### src/rtl/data_mem_arb_pkg.sv
// Shared definitions for the data memory arbiter: FSM states and requester indices.
package data_mem_arb_pkg;

  typedef enum logic [1:0] {
    IDLE    = 2'd0,
    ISSUE   = 2'd1,
    RD_WAIT = 2'd2,
    RESP    = 2'd3
  } state_t;

  localparam int NUM_REQ = 3;

  localparam logic [1:0] REQ_CU     = 2'd0;
  localparam logic [1:0] REQ_SP     = 2'd1;
  localparam logic [1:0] REQ_CRYPTO = 2'd2;

endpackage

### src/rtl/rr_pick3.sv
// Rotating-priority picker for three requesters; search starts at last+1 mod 3.
module rr_pick3
  import data_mem_arb_pkg::*;
(
  input  logic [2:0] req,
  input  logic [1:0] last,
  output logic [1:0] winner,
  output logic       valid
);

  always_comb begin
    valid  = |req;
    winner = REQ_CU;
    case (last)
      2'd0: begin
        if (req[REQ_SP])          winner = REQ_SP;
        else if (req[REQ_CRYPTO]) winner = REQ_CRYPTO;
        else                      winner = REQ_CU;
      end
      2'd1: begin
        if (req[REQ_CRYPTO])      winner = REQ_CRYPTO;
        else if (req[REQ_CU])     winner = REQ_CU;
        else                      winner = REQ_SP;
      end
      default: begin
        if (req[REQ_CU])          winner = REQ_CU;
        else if (req[REQ_SP])     winner = REQ_SP;
        else                      winner = REQ_CRYPTO;
      end
    endcase
  end

endmodule

### src/rtl/data_mem_arbiter.sv
// Shares one synchronous single-port data memory between CU, SP unit and crypto core,
// with round-robin arbitration and a bounded ownership lock.
module data_mem_arbiter
  import data_mem_arb_pkg::*;
#(
  parameter int ADDR_W   = 10,
  parameter int DATA_W   = 16,
  parameter int LOCK_MAX = 8
) (
  input  logic                        clk,
  input  logic                        rst,
  input  logic [NUM_REQ-1:0]          req,
  input  logic [NUM_REQ-1:0]          we_i,
  input  logic [NUM_REQ-1:0]          lock_i,
  input  logic [NUM_REQ*ADDR_W-1:0]   addr_i,
  input  logic [NUM_REQ*DATA_W-1:0]   wdata_i,
  output logic [NUM_REQ-1:0]          gnt,
  output logic [NUM_REQ-1:0]          ack,
  output logic [DATA_W-1:0]           rdata_o,
  output logic                        busy,
  output logic                        mem_en,
  output logic                        mem_we,
  output logic [ADDR_W-1:0]           mem_addr,
  output logic [DATA_W-1:0]           mem_wdata,
  input  logic [DATA_W-1:0]           mem_rdata
);

  localparam int HCW = (LOCK_MAX < 1) ? 1 : $clog2(LOCK_MAX + 1);
  localparam logic [HCW-1:0] HOLD_LIMIT = HCW'(LOCK_MAX);

  state_t          state;
  logic [1:0]      last;
  logic [1:0]      owner;
  logic [1:0]      lock_owner;
  logic            lock_valid;
  logic [HCW-1:0]  hold_cnt;

  logic [1:0]      rr_w;
  logic            rr_valid;
  logic            lock_hit;
  logic [1:0]      win;
  logic [ADDR_W-1:0] sel_addr;
  logic [DATA_W-1:0] sel_wdata;
  logic            sel_we;

  rr_pick3 u_pick (
    .req    (req),
    .last   (last),
    .winner (rr_w),
    .valid  (rr_valid)
  );

  // Lock only wins while its owner is actually requesting and the hold budget remains.
  always_comb begin
    lock_hit = (LOCK_MAX != 0) && lock_valid && req[lock_owner] && (hold_cnt < HOLD_LIMIT);
    win      = lock_hit ? lock_owner : rr_w;
  end

  always_comb begin
    sel_addr  = '0;
    sel_wdata = '0;
    sel_we    = 1'b0;
    case (win)
      2'd1: begin
        sel_addr  = addr_i[ADDR_W +: ADDR_W];
        sel_wdata = wdata_i[DATA_W +: DATA_W];
        sel_we    = we_i[1];
      end
      2'd2: begin
        sel_addr  = addr_i[2*ADDR_W +: ADDR_W];
        sel_wdata = wdata_i[2*DATA_W +: DATA_W];
        sel_we    = we_i[2];
      end
      default: begin
        sel_addr  = addr_i[0 +: ADDR_W];
        sel_wdata = wdata_i[0 +: DATA_W];
        sel_we    = we_i[0];
      end
    endcase
  end

  always_ff @(posedge clk) begin
    if (rst) begin
      state      <= IDLE;
      gnt        <= '0;
      ack        <= '0;
      rdata_o    <= '0;
      busy       <= 1'b0;
      mem_en     <= 1'b0;
      mem_we     <= 1'b0;
      mem_addr   <= '0;
      mem_wdata  <= '0;
      last       <= 2'd2;
      owner      <= 2'd0;
      lock_owner <= 2'd0;
      lock_valid <= 1'b0;
      hold_cnt   <= '0;
    end else begin
      case (state)
        IDLE: begin
          if (rr_valid) begin
            owner     <= win;
            last      <= win;
            gnt       <= 3'b001 << win;
            hold_cnt  <= lock_hit ? hold_cnt + 1'b1 : '0;
            mem_addr  <= sel_addr;
            mem_wdata <= sel_wdata;
            mem_we    <= sel_we;
            mem_en    <= 1'b1;
            busy      <= 1'b1;
            state     <= ISSUE;
          end
        end
        ISSUE: begin
          mem_en <= 1'b0;
          mem_we <= 1'b0;
          if (mem_we) begin
            ack[owner] <= 1'b1;
            state      <= RESP;
          end else begin
            state <= RD_WAIT;
          end
        end
        RD_WAIT: begin
          rdata_o    <= mem_rdata;
          ack[owner] <= 1'b1;
          state      <= RESP;
        end
        RESP: begin
          ack   <= '0;
          gnt   <= '0;
          busy  <= 1'b0;
          state <= IDLE;
          if ((LOCK_MAX != 0) && lock_i[owner]) begin
            lock_valid <= 1'b1;
            lock_owner <= owner;
          end else begin
            lock_valid <= 1'b0;
          end
        end
        default: state <= IDLE;
      endcase
    end
  end

endmodule
### config.mk
export PLATFORM = sky130hd
export DESIGN_NAME = data_mem_arbiter
export DESIGN_NICKNAME = d
export VERILOG_FILES = /design/src/rtl/data_mem_arb_pkg.sv /design/src/rtl/rr_pick3.sv /design/src/rtl/data_mem_arbiter.sv
export SDC_FILE = /design/constraint.sdc
export NUM_CORES = 1
export LEC_CHECK = 0
export CORE_MARGIN = 2
export CORE_UTILIZATION = 36
export DETAILED_ROUTE_END_ITERATION = 10
export GPL_ROUTABILITY_DRIVEN = 1
export PLACE_DENSITY = 0.74
export SYNTH_ARGS = -nofsm -noshare
export SYNTH_HDL_FRONTEND = slang
export SYNTH_SLANG_ARGS = --single-unit
export TNS_END_PERCENT = 10
### constraint.sdc
create_clock -name clk -period 2.03 [get_ports clk]
set_input_delay 0.203 -clock clk [delete_from_list [all_inputs] [get_ports clk]]
set_output_delay 0.203 -clock clk [all_outputs]
set_load 0.01 [all_outputs]
==> results of run 1 <==
[cells in the mapped netlist]
cell type	number
clkbuf_1	13
o311a_2	1
nor2_1	35
a21oi_1	35
buf_6	4
nor2b_1	4
o21a_1	2
buf_2	10
nor3_2	1
inv_1	7
nand3b_1	3
dfxtp_1	63
ha_1	9
nor3_1	2
buf_4	3
nand2_1	61
a211oi_1	4
nor3b_1	1
a21boi_2	1
a32oi_1	1
a21o_1	1
o21ai_0	6
o211ai_1	28
nand3_1	4
o22ai_2	1
nand4b_1	2
a31oi_1	1
a221oi_1	1
a22oi_1	31
nand2b_1	3
mux2i_1	20
a211oi_2	1
[cell type report]
| cell class | count | area (µm²) |
|---|---|---|
| multi-input combinational | 259 | 1690 |
| timing repair buffer | 185 | 1910 |
| clock buffer | 9 | 124 |
| sequential | 63 | 1260 |
| inverter | 7 | 26.3 |
| fill | 685 | 2960 |
| clock inverter | 6 | 62.6 |
| tap | 105 | 131 |
[kinds of logic (layout without fill, tap and decap cells)]
family | count (synthesis) | after routing | synth area share (%)
DFF | 63 | 63 | 41.6
muxes | 20 | 20 | 6.61
and+or+nand+nor | 116 | 116 | 16.2
buffers and inverters | 37 | 207 | 6.36
AOI/OAI and AO/OA | 114 | 114 | 25.5
adders and majority gates | 9 | 9 | 3.72
[metal layers]
layer | global-route usage (%) | share of wire [%] | vias up
met5 | 0 | 0 | -
met4 | 6.31 | 0.71 | 0
met3 | 7.13 | 10 | 7
met2 | 32.2 | 48 | 138
met1 | 22.4 | 41 | 1486
li1 | - | - | 1615
[critical path: cells and delay by family, from the launching register on]
family	cells	cell delay [ps]
buf+inv	2	320
fa+ha+maj	1	230
simple gates	2	200
compound gates	5	850
flops	1	360
[how the worst max path moves through the flow]
stage / to / slack (ps) / startpoint / cells after the start
floorplan: mem_addr[3] / -3 / lock_owner[1] / 12
global placement: mem_wdata[7] / -340 / req[1] / 12
detailed placement: mem_wdata[7] / -440 / req[1] / 12
CTS: mem_we / 10 / lock_owner[1] / 10
global route: mem_addr[3] / -100 / lock_owner[1] / 9
finish: mem_we / -2 / lock_owner[1] / 10
[registers in the layout, indices dropped and copies added (netlist names)]
name	count
state	2
mem_wdata	16
mem_addr	10
lock_owner	2
last	2
mem_we	1
owner	1
hold_cnt	4
gnt	3
busy	1
ack	3
lock_valid	1
mem_en	1
rdata_o	16
[timing repair]
| item | 4_1_cts | 5_1_grt |
|---|---|---|
| hold buffers | 0 | 0 |
| gates cloned | 0 | 3 |
| resized for setup | 3 | 24 |
| endpoints found under the setup margin | 27 | 27 |
| pin swaps | 2 | 23 |
| setup buffers | 3 | 2 |
[where the power goes]
group	total (mW)	switching, mW	internal [mW]
clock network	1.03	0.479	0.555
logic	4.24	2.04	2.20
registers	1.94	0.267	1.67
total	7.22	2.79	4.43
[through the flow]
| step | setup TNS, ps | hold WS (ps) | total power, mW |
|---|---|---|---|
| after CTS | 0 | 334 | 6.82 |
| after global placement | -7920 | 442 | 5.64 |
| after floorplan | -41.2 | 350 | 4.13 |
| final | -2.09 | 343 | 7.22 |
| after global routing | -2200 | 360 | 7.74 |
| after detailed placement | -10970 | 446 | 5.74 |
==> metrics.md, run 1 <==
| Metric | Value |
|---|---|
| Status | `complete, but fails checks` |
| Violated checks | `setup timing` |
| Worst Hold End | `mem_wdata[12]` |
| Setup violators final | `1` |
| GR Overflow Total | `0` |
| Antenna Nets Post-Route | `0` |
| H-tree depth | `3` |
| Core Rows | `33` |
| Yosys top cell area share | `a little over two fifths` |
| Initial Util | `between 30% and 40%` |
| Vias in the first global route | `2972` |
| Achievable Freq | `492 MHz` |
| Synthesized Nets | `473` |
| Clock tree buffer depth | `2` |
| Clock transition at the registers of the reported paths | `70 ps` |
| Critical Path Sink Type | `flip-flop` |
| Synth-to-Final Area Change | `72.1%` |
| Clock Tree Root | `clkbuf_8` |
| CP peak stage delay | `approximately 360 ps` |
| Hold Path Stages | `3` |
| Max_cap viols | `0` |
| Clock Latency Late Sink | `around 330 ps` |
| Min-delay src | `rst` |
| PD cells | `roughly 1400 nW/µm²` |
| Post-Syn Area per Cell | `between 8 and 9 µm²` |
| Pre-CTS WS | `-437 ps` |
| Worst r2r src | `lock_owner[1]` |
| Port Buffers | `155` |
| Total Routing Usage GR | `a little under a fifth` |
| Synth Instances | `about 360` |
| CP Launch Type | `flip-flop` |
| DR vias | `~3.2k` |
| Final cell count without fillers | `roughly 630` |
| Unrepaired setup endpoints after global routing | `yes` |
| Average vias per placed instance | `5.12` |
| WP data required | `approximately 2300 ps` |
| Peak fanout along the critical path | `5` |
| Placed insts | `~610` |
| Area leader, netlist | `dfxtp_1` |
| Initial DRC Count | `~90` |
| Layout cells sized above 1 | `13.6%` |
| DIE WIDTH | `~96 µm` |
| Global-route wire length before repair | `roughly 14000 µm` |
| Drt pass-1 iters | `4` |
| Final Max Tran Viols | `0` |
| Crit-path slowest cell | `dfxtp_4` |
| DR DRC count | `0` |
| Final period util | `100%` |
| Synth area leaders | `dfxtp_1 (42%), a22oi_1 (7.7%), nand2_1 (7.6%), o211ai_1 (6.9%), mux2i_1 (6.6%)` |
| R2R cell count | `10` |
| DIE AREA | `between 9000 and 10000 µm²` |
| #FFs+latches synth | `63` |
| Clock Skew | `between 9 and 10 ps` |
| Setup Crit Path Kind | `reg -> reg` |
| Num CTS Buffers | `9` |
| Commonest non-fill, non-tap cell in the layout | `clkdlybuf4s50_1` |
| Synthesized area | `approximately 3000 µm²` |
| RD Place Congestion | `0.852` |
| Core area | `approximately 8000 µm²` |
| Post-layout util | `63.8%` |
| Number of diodes | `0` |
| Fin nets | `about 640` |
| Most frequent cells in the layout | `clkdlybuf4s50_1 (153), dfxtp_1 (62), nand2_1 (61)` |
| Synth warn | `0` |
| FF-to-FF End | `mem_we` |
| Unique masters post-synth | `32` |
| R2R setup slack | `-2 ps` |
| Cell Area, Placed | `4800 µm²` |
| Count of final hold-check violations | `0` |
| CTS tree | `yes` |
| Pin count of the biggest net entering global routing | `63` |
| CP cell instances | `nor2b_4 -> o22ai_2 -> o211ai_1 -> a32oi_2 -> buf_4 -> ha_4 -> buf_4 -> a211oi_2 -> nand2_1 -> a21oi_1` |
| Setup ws final | `-2.09 ps` |
| Final instance area | `5220 µm²` |
| Minimum clock period | `2030 ps` |
| Max_slew headroom | `between 60% and 70%` |
| CTS sink count | `63` |
| Register area share after synthesis | `a little over two fifths` |
| Most frequent CP cell | `buf_4` |
| CP arrival | `2300 ps` |
| Post-detail-place hpwl | `6770 µm` |
| Die height | `between 90 and 100 µm` |
| Worst Max-Slew Pin Slew | `470 ps` |
| Hold/Removal Path Class | `in -> reg` |
| Total length of routed wires | `~9500 µm` |
| VDD IR-drop max | `0.512 mV` |
| LEAKAGE | `roughly 1.9 nW` |
| Top Ports | `around 160` |
| Initial antenna violation count | `0` |
| DR WL/cell | `14.9 µm` |
(Power assumes the default switching activity.)
==> inputs of run 2 (changes only) <==
CORE_MARGIN = 3   (was 2)
==> run 2 against run 1 <==
Critical endpoint is now mem_wdata[13]. Routed wire length is 8.2% higher. Worst hold slack worse by 24 ps. Count of clock-buffer cells in the layout is 1 higher. First-iteration DRC count is 9.8% higher. Register-to-register slack worse by 90 ps. The run still ends with setup timing left.
==> metrics.md, run 2 (synthesis gave the netlist of run 1 again) <==
| Metric | Value |
|---|---|
| Initial Util | `38.2% (+1.2 points)` |
| CP arrival | `2380 ps (+80 ps)` |
| Violated checks | `setup timing` |
| Pre-CTS WS | `-503 ps (-65.6 ps)` |
| Core area | `7930 µm² (-3.0%)` |
| Placed insts | `607 (-0.65%)` |
| Final instance area | `5330 µm² (+2.1%)` |
| Vias in the first global route | `3440 (+16%)` |
| Max_cap viols | `0 (unchanged)` |
| Antenna Nets Post-Route | `0 (unchanged)` |
| Achievable Freq | `471 MHz (-4.2%)` |
| Port Buffers | `155 (unchanged)` |
| Register Area | `1260 µm² (unchanged)` |
| Status | `complete, but fails checks` |
| Pin count of the biggest net entering global routing | `33 (-48%)` |
| CTS sink count | `63 (unchanged)` |
| Critical Path Sink Type | `flip-flop` |
| Clock transition at the registers of the reported paths | `70 ps (about the same)` |
| Top Registers | `mem_wdata x16, rdata_o x16, mem_addr x10` |
| Clock Latency Late Sink | `340 ps (about the same)` |
| Worst Max-Slew Pin Slew | `488 ps (+18.5 ps)` |
| H-tree depth | `3 (unchanged)` |
| Multi-input logic area | `1730 µm² (+1.8%)` |
| DR WL/cell | `16.0 µm (+7.5%)` |
| Final cell count without fillers | `638 (+0.63%)` |
| Post-layout util | `67.2% (+3.4 points)` |
| GR Overflow Total | `0 (unchanged)` |
| CP peak stage delay | `360 ps (about the same)` |
| Average vias per placed instance | `5.24 (+2.4%)` |
| Cell Area, Placed | `4760 µm² (-0.76%)` |
| Setup violators final | `22 (+21)` |
| Synth-to-Final Area Change | `75.7%` |
| Setup TNS | `-661 ps (-659 ps)` |
| Unrepaired setup endpoints after global routing | `yes` |
| Crit-path slowest cell | `dfxtp_4` |
| Minimum clock period | `2120 ps (+90.0 ps)` |
| Layout cells sized above 1 | `16.0% (+2.4 points)` |
| Most frequent CP cell | `o211ai_1` |
| DIE AREA | `9560 µm² (+4.2%)` |
| LEAKAGE | `1.97 nW (+2.3%)` |
| DR vias | `3346 (+3.1%)` |
| R2R cell count | `11 (+1)` |
| Setup ws final | `-92.1 ps (-90.0 ps)` |
| Setup Crit Path Kind | `reg -> reg` |
| Core Rows | `32 (-3.0%)` |
| Clock tree buffer depth | `2 (unchanged)` |
| Drt pass-1 iters | `4 (unchanged)` |
| Initial antenna violation count | `0 (unchanged)` |
| Post-detail-place hpwl | `7020 µm (+3.7%)` |
| Count of final hold-check violations | `0 (unchanged)` |
| Power, Total | `7.49 mW (+3.7%)` |
| VDD IR-drop max | `0.735 mV (+43%)` |
| WHS | `318 ps (-24.3 ps)` |
| Global-route wire length before repair | `16400 µm (+22%)` |
| Hold Path Stages | `2 (-1)` |
| Final period util | `105% (+4.4 points)` |
| DR DRC count | `0 (unchanged)` |
| Initial DRC Count | `101 (+9.8%)` |
| Peak fanout along the critical path | `12 (+7)` |
| Fin nets | `645 (+0.94%)` |
| Top Ports | `156 (unchanged)` |
| Num CTS Buffers | `9 (unchanged)` |
| Total length of routed wires | `10200 µm (+8.2%)` |
| RD Place Congestion | `0.845 (-0.87%)` |
| Most frequent cells in the layout | `clkdlybuf4s50_1 (152), dfxtp_1 (62), nand2_1 (60)` |
| CP cell instances | `nor2b_4 -> o22ai_4 -> o211ai_1 -> a32oi_2 -> buf_4 -> buf_6 -> ha_4 -> buf_16 -> nand2_1 -> o211ai_1 -> a21oi_1` |
| Clock Tree Root | `clkbuf_8` |
| Commonest non-fill, non-tap cell in the layout | `clkdlybuf4s50_1` |
| Hold/Removal Path Class | `in -> reg` |
| Final Max Tran Viols | `0 (unchanged)` |
| CP Launch Type | `flip-flop` |
| # hold bufs at CTS | `0 (unchanged)` |
| Number of diodes | `0 (unchanged)` |
| Clock Skew | `11.6 ps (+1.85 ps)` |
| WP data required | `2290 ps (about the same)` |
| CTS tree | `yes` |
| Filler cells | `635 (-7.3%)` |
| Total Routing Usage GR | `21.1% (+2.0 points)` |
| Max_slew headroom | `67.5% (-0.90 points)` |
| Die height | `97.8 µm (+2.1%)` |
| PD cells | `1410 nW/µm² (+1.6%)` |
| DIE WIDTH | `97.8 µm (+2.1%)` |
-- run 2: final timing paths --
path                                    start            end  slack, ps
worst max-delay path            lock_owner[1]  mem_wdata[13]        -90
worst min register to register  mem_wdata[15]  mem_wdata[15]        450
worst min-delay path                      rst  lock_owner[1]        320
worst max register to register  lock_owner[1]  mem_wdata[13]        -90
-- run 2: worst max-delay path, delay by kind of cell, from the launching register on --
kind,cells,cell delay [ps]
simple gates,2,200
fa+ha+maj,1,260
buf+inv,3,460
flops,1,360
compound gates,5,770
-- run 2: cell type report --
cell class	count	area share (%)
Tap cell	102	2.40
Sequential cell	63	23.8
Inverter	7	0.493
Clock inverter	6	1.15
Clock buffer	10	2.40
Multi-Input combinational cell	259	32.4
Timing Repair Buffer	191	37.4
-- run 2: repair_timing --
action	4_1_cts	5_1_grt
setup endpoints to repair	27	27
setup buffers	8	1
endpoints found under the hold margin	0	0
cloned	5	1
resized for setup	31	14
pin swaps	20	20
-- run 2: where the power goes --
group	internal [mW]	switching [mW]
Clock	0.563	0.488
Combinational	2.34	2.16
Sequential	1.67	0.264
-- run 2: per-layer routing --
metal | part of all wire (%) | up-vias | track usage, %
li1 | - | 1619 | -
met1 | 39 | 1558 | 23.7
met2 | 49 | 147 | 37.8
met3 | 9.7 | 22 | 6.79
met4 | 2.2 | 0 | 7.14
met5 | 0 | - | 0
==> inputs of run 3 (changes only) <==
ABC_AREA = 1   (was unset)
CTS_CLUSTER_DIAMETER = 30   (was unset)
==> run 3 against run 2 <==
Via count increased by 3.6%. Final cell count up 8.8%. Count of clock-buffer cells in the layout shrank 1. Global-route usage shrank 1.2 points. The run now ends clean. Largest cell class unchanged. Clock skew barely moved. Routed wire length is 2.2% lower. Critical path depth up 2.
==> metrics.md, run 3 <==
| Metric | Value |
|---|---|
| Initial antenna violation count | `0 (unchanged)` |
| Net Switching | `2.61 mW (-10%)` |
| PD cells | `1340 nW/µm² (-4.6%)` |
| Clock transition at the registers of the reported paths | `80 ps (about the same)` |
| Synth Instances | `425 (+18%)` |
| # hold bufs at CTS | `0 (unchanged)` |
| Average vias per placed instance | `4.99 (-4.8%)` |
| Power, Total | `6.82 mW (-9.0%)` |
| Ys async rst share | `0% (unchanged)` |
| Setup violators final | `0 (-100%)` |
| Most frequent cells in the layout | `clkdlybuf4s50_1 (154), a21oi_1 (92), nand2_1 (78)` |
| Synthesized area | `3000 µm² (-1.1%)` |
| Layout cells sized above 1 | `10.5% (-5.6 points)` |
| Max_cap viols | `0 (unchanged)` |
| Top delay family on crit path | `simple AND/OR/NAND/NOR gates` |
| Commonest cells in the netlist | `a21oi_1 (94), nand2_1 (80), dfxtp_1 (63)` |
| Yosys top cell area share | `42.1% (+0.45 points)` |
| Top Registers | `mem_wdata x16, rdata_o x16, mem_addr x10` |
| Clock Tree Root | `clkbuf_8` |
| Minimum clock period | `1970 ps (-148 ps)` |
| CTS tree | `yes` |
| Max_slew headroom | `65.9% (-1.6 points)` |
| Register area share after synthesis | `42.1% (+0.45 points)` |
| CP arrival | `2190 ps (-190 ps)` |
| RD Place Congestion | `0.899 (+6.4%)` |
| Vias in the first global route | `3298 (-4.1%)` |
| CP peak stage delay | `340 ps (-20 ps)` |
| GR Overflow Total | `0 (unchanged)` |
| Final Max Tran Viols | `0 (unchanged)` |
| Total length of routed wires | `10000 µm (-2.2%)` |
| Internal power | `4.20 mW (-8.2%)` |
| Initial DRC Count | `113 (+12%)` |
| Number of diodes | `0 (unchanged)` |
| Core Rows | `32 (unchanged)` |
| Most frequent CP cell | `a21oi_1` |
| Clock power share | `19.5% (+5.5 points)` |
| Combinational power share | `51.8% (-8.3 points)` |
| Setup Crit Path Kind | `reg -> reg` |
| WHS | `444 ps (+126 ps)` |
| CP cell instances | `inv_1 -> nor2_1 -> nor2_2 -> buf_4 -> nand4_1 -> nand2_2 -> inv_1 -> ha_4 -> buf_4 -> nand2_1 -> a21oi_1 -> a21oi_1 -> a21oi_1` |
| Unrepaired setup endpoints after global routing | `yes` |
| DIE WIDTH | `97.3 µm (-0.51%)` |
| Die height | `97.3 µm (-0.51%)` |
| CTS sink count | `63 (unchanged)` |
| Count of final hold-check violations | `0 (unchanged)` |
| Clock Skew | `12.0 ps (+0.474 ps)` |
| Synthesized Nets | `539 (+14%)` |
| Synth warn | `0 (unchanged)` |
| DR vias | `3466 (+3.6%)` |
| Worst Max-Slew Pin Slew | `512 ps (+24.3 ps)` |
| Top Ports | `156 (unchanged)` |
| Post-Syn Area per Cell | `7.05 µm² (-16%)` |
| Status | `finished, final reports clean` |
| Count of flip-flops with a built-in enable after synthesis | `0 (unchanged)` |
| Num CTS Buffers | `9 (unchanged)` |
| Post-detail-place hpwl | `7340 µm (+4.5%)` |
| Sequential share of power | `28.7% (+2.8 points)` |
| Total Routing Usage GR | `20.0% (-1.2 points)` |
| Core area | `7890 µm² (-0.51%)` |
| Synth-to-Final Area Change | `69.6%` |
| Unique masters post-synth | `25 (-22%)` |
| Most frequent cell after synthesis | `a21oi_1` |
| Antenna Nets Post-Route | `0 (unchanged)` |
| H-tree depth | `3 (unchanged)` |
| Initial Util | `38.0% (-0.22 points)` |
| DIE AREA | `9460 µm² (-1.0%)` |
| #FFs+latches synth | `63 (unchanged)` |
| CP Launch Type | `flip-flop` |
| Hold/Removal Path Class | `in -> reg` |
| Cell Area, Placed | `4730 µm² (-0.58%)` |
| Clock tree buffer depth | `2 (unchanged)` |
| Top FF cell, synth | `dfxtp_1` |
| Fin nets | `701 (+8.7%)` |
| Clock Latency Late Sink | `340 ps (about the same)` |
| DR WL/cell | `14.4 µm (-10%)` |
| VDD IR-drop max | `0.701 mV (-4.6%)` |
| WP data required | `2250 ps (-40 ps)` |
| Pin count of the biggest net entering global routing | `30 (-9.1%)` |
| Drt pass-1 iters | `4 (unchanged)` |
| Final period util | `97.2% (-7.3 points)` |
| LEAKAGE | `1.99 nW (+0.97%)` |
| Commonest non-fill, non-tap cell in the layout | `clkdlybuf4s50_1` |
| DR DRC count | `0 (unchanged)` |
| Synth area leaders | `dfxtp_1 (42%), a21oi_1 (16%), nand2_1 (10%), o21ai_0 (7.5%), nor2_1 (5.9%)` |
| Crit-path slowest cell | `dfxtp_2` |
| Achievable Freq | `507 MHz (+7.5%)` |
| Global-route wire length before repair | `15600 µm (-5.2%)` |
| Peak fanout along the critical path | `8 (-4)` |
| Sw Ratio | `38.3% (-0.52 points)` |
| Port Buffers | `155 (unchanged)` |
| Final instance area | `5080 µm² (-4.5%)` |
| Buf+Inv Stages, Crit Path | `4 (+1)` |
| Area leader, netlist | `dfxtp_1` |
| Critical Path Sink Type | `flip-flop` |
==> run 3: cell type report <==
type                       instances  area (µm²)
tap                              102         128
sequential                        63        1260
clock buffer                       9         124
multi-input combinational        311        1570
clock inverter                     7         121
fill                             678        2800
timing repair buffer             176        1780
inverter                          26         101
==> run 3: worst paths after layout <==
path            startpoint           end  slack, ps  cells after the start
max          lock_owner[0]  mem_wdata[3]         60                     13
min          mem_rdata[14]   rdata_o[14]        440                      3
max reg2reg  lock_owner[0]  mem_wdata[3]         60                     13
min reg2reg         ack[0]        ack[0]        460                      2
==> run 3: timing repair <==
action,4_1_cts,5_1_grt
endpoints found under the setup margin,1,27
gates cloned,0,2
gates resized for setup,1,24
buffers inserted,0,1
pin swaps,0,3
==> run 3: worst reg2reg max path, cell delays in order, from the launching register on <==
cell and delay, ps:
dfxtp_2 340, inv_1 80, nor2_1 60, nor2_2 170
buf_4 130, nand4_1 120, nand2_2 160, inv_1 90
ha_4 190, buf_4 170, nand2_1 70, a21oi_1 60
a21oi_1 140, a21oi_1 90
==> run 3: stage by stage <==
stage / TNS (ps) / utilization (%) / instances / worst slack, ps
2_1_floorplan: 0 / - / 425 / 142
3_3_place_gp: -7000 / 60.0 / 675 / -284
3_5_place_dp: -8480 / 60.0 / 675 / -361
4_1_cts: 0 / 63.1 / 691 / 16.3
5_1_grt: -932 / 64.5 / 694 / -60.0
6_report: 0 / 64.5 / 694 / 56.2
==> run 3: logic make-up (layout without fill, tap and decap cells) <==
family / after synthesis / count (layout) / synth area share, %
and+or+nand+nor: 150 / 150 / 20.5
AOI/OAI and AO/OA: 151 / 151 / 25.7
DFF: 63 / 63 / 42.1
adders and majority gates: 9 / 9 / 3.76
xor gates and xnor gates: 1 / 1 / 0.292
buffers and inverters: 51 / 218 / 7.68
==> run 3: routing by layer <==
layer | GRT usage (%) | part of all wire, % | up-vias
li1 | - | - | 1734
met5 | 0 | 0 | -
met2 | 35.9 | 51 | 137
met4 | 4.58 | 0.57 | 0
met1 | 22.0 | 40 | 1591
met3 | 8.11 | 8.6 | 4
==> run 3: power by group through the flow <==
stage | clock network, mW | registers (mW) | logic, mW
2_1_floorplan | 0 | 2.12 | 1.62
3_3_place_gp | 0 | 1.95 | 3.29
3_5_place_dp | 0 | 1.97 | 3.36
4_1_cts | 1.36 | 1.95 | 3.39
5_1_grt | 1.42 | 2.02 | 3.86
6_report | 1.33 | 1.96 | 3.53
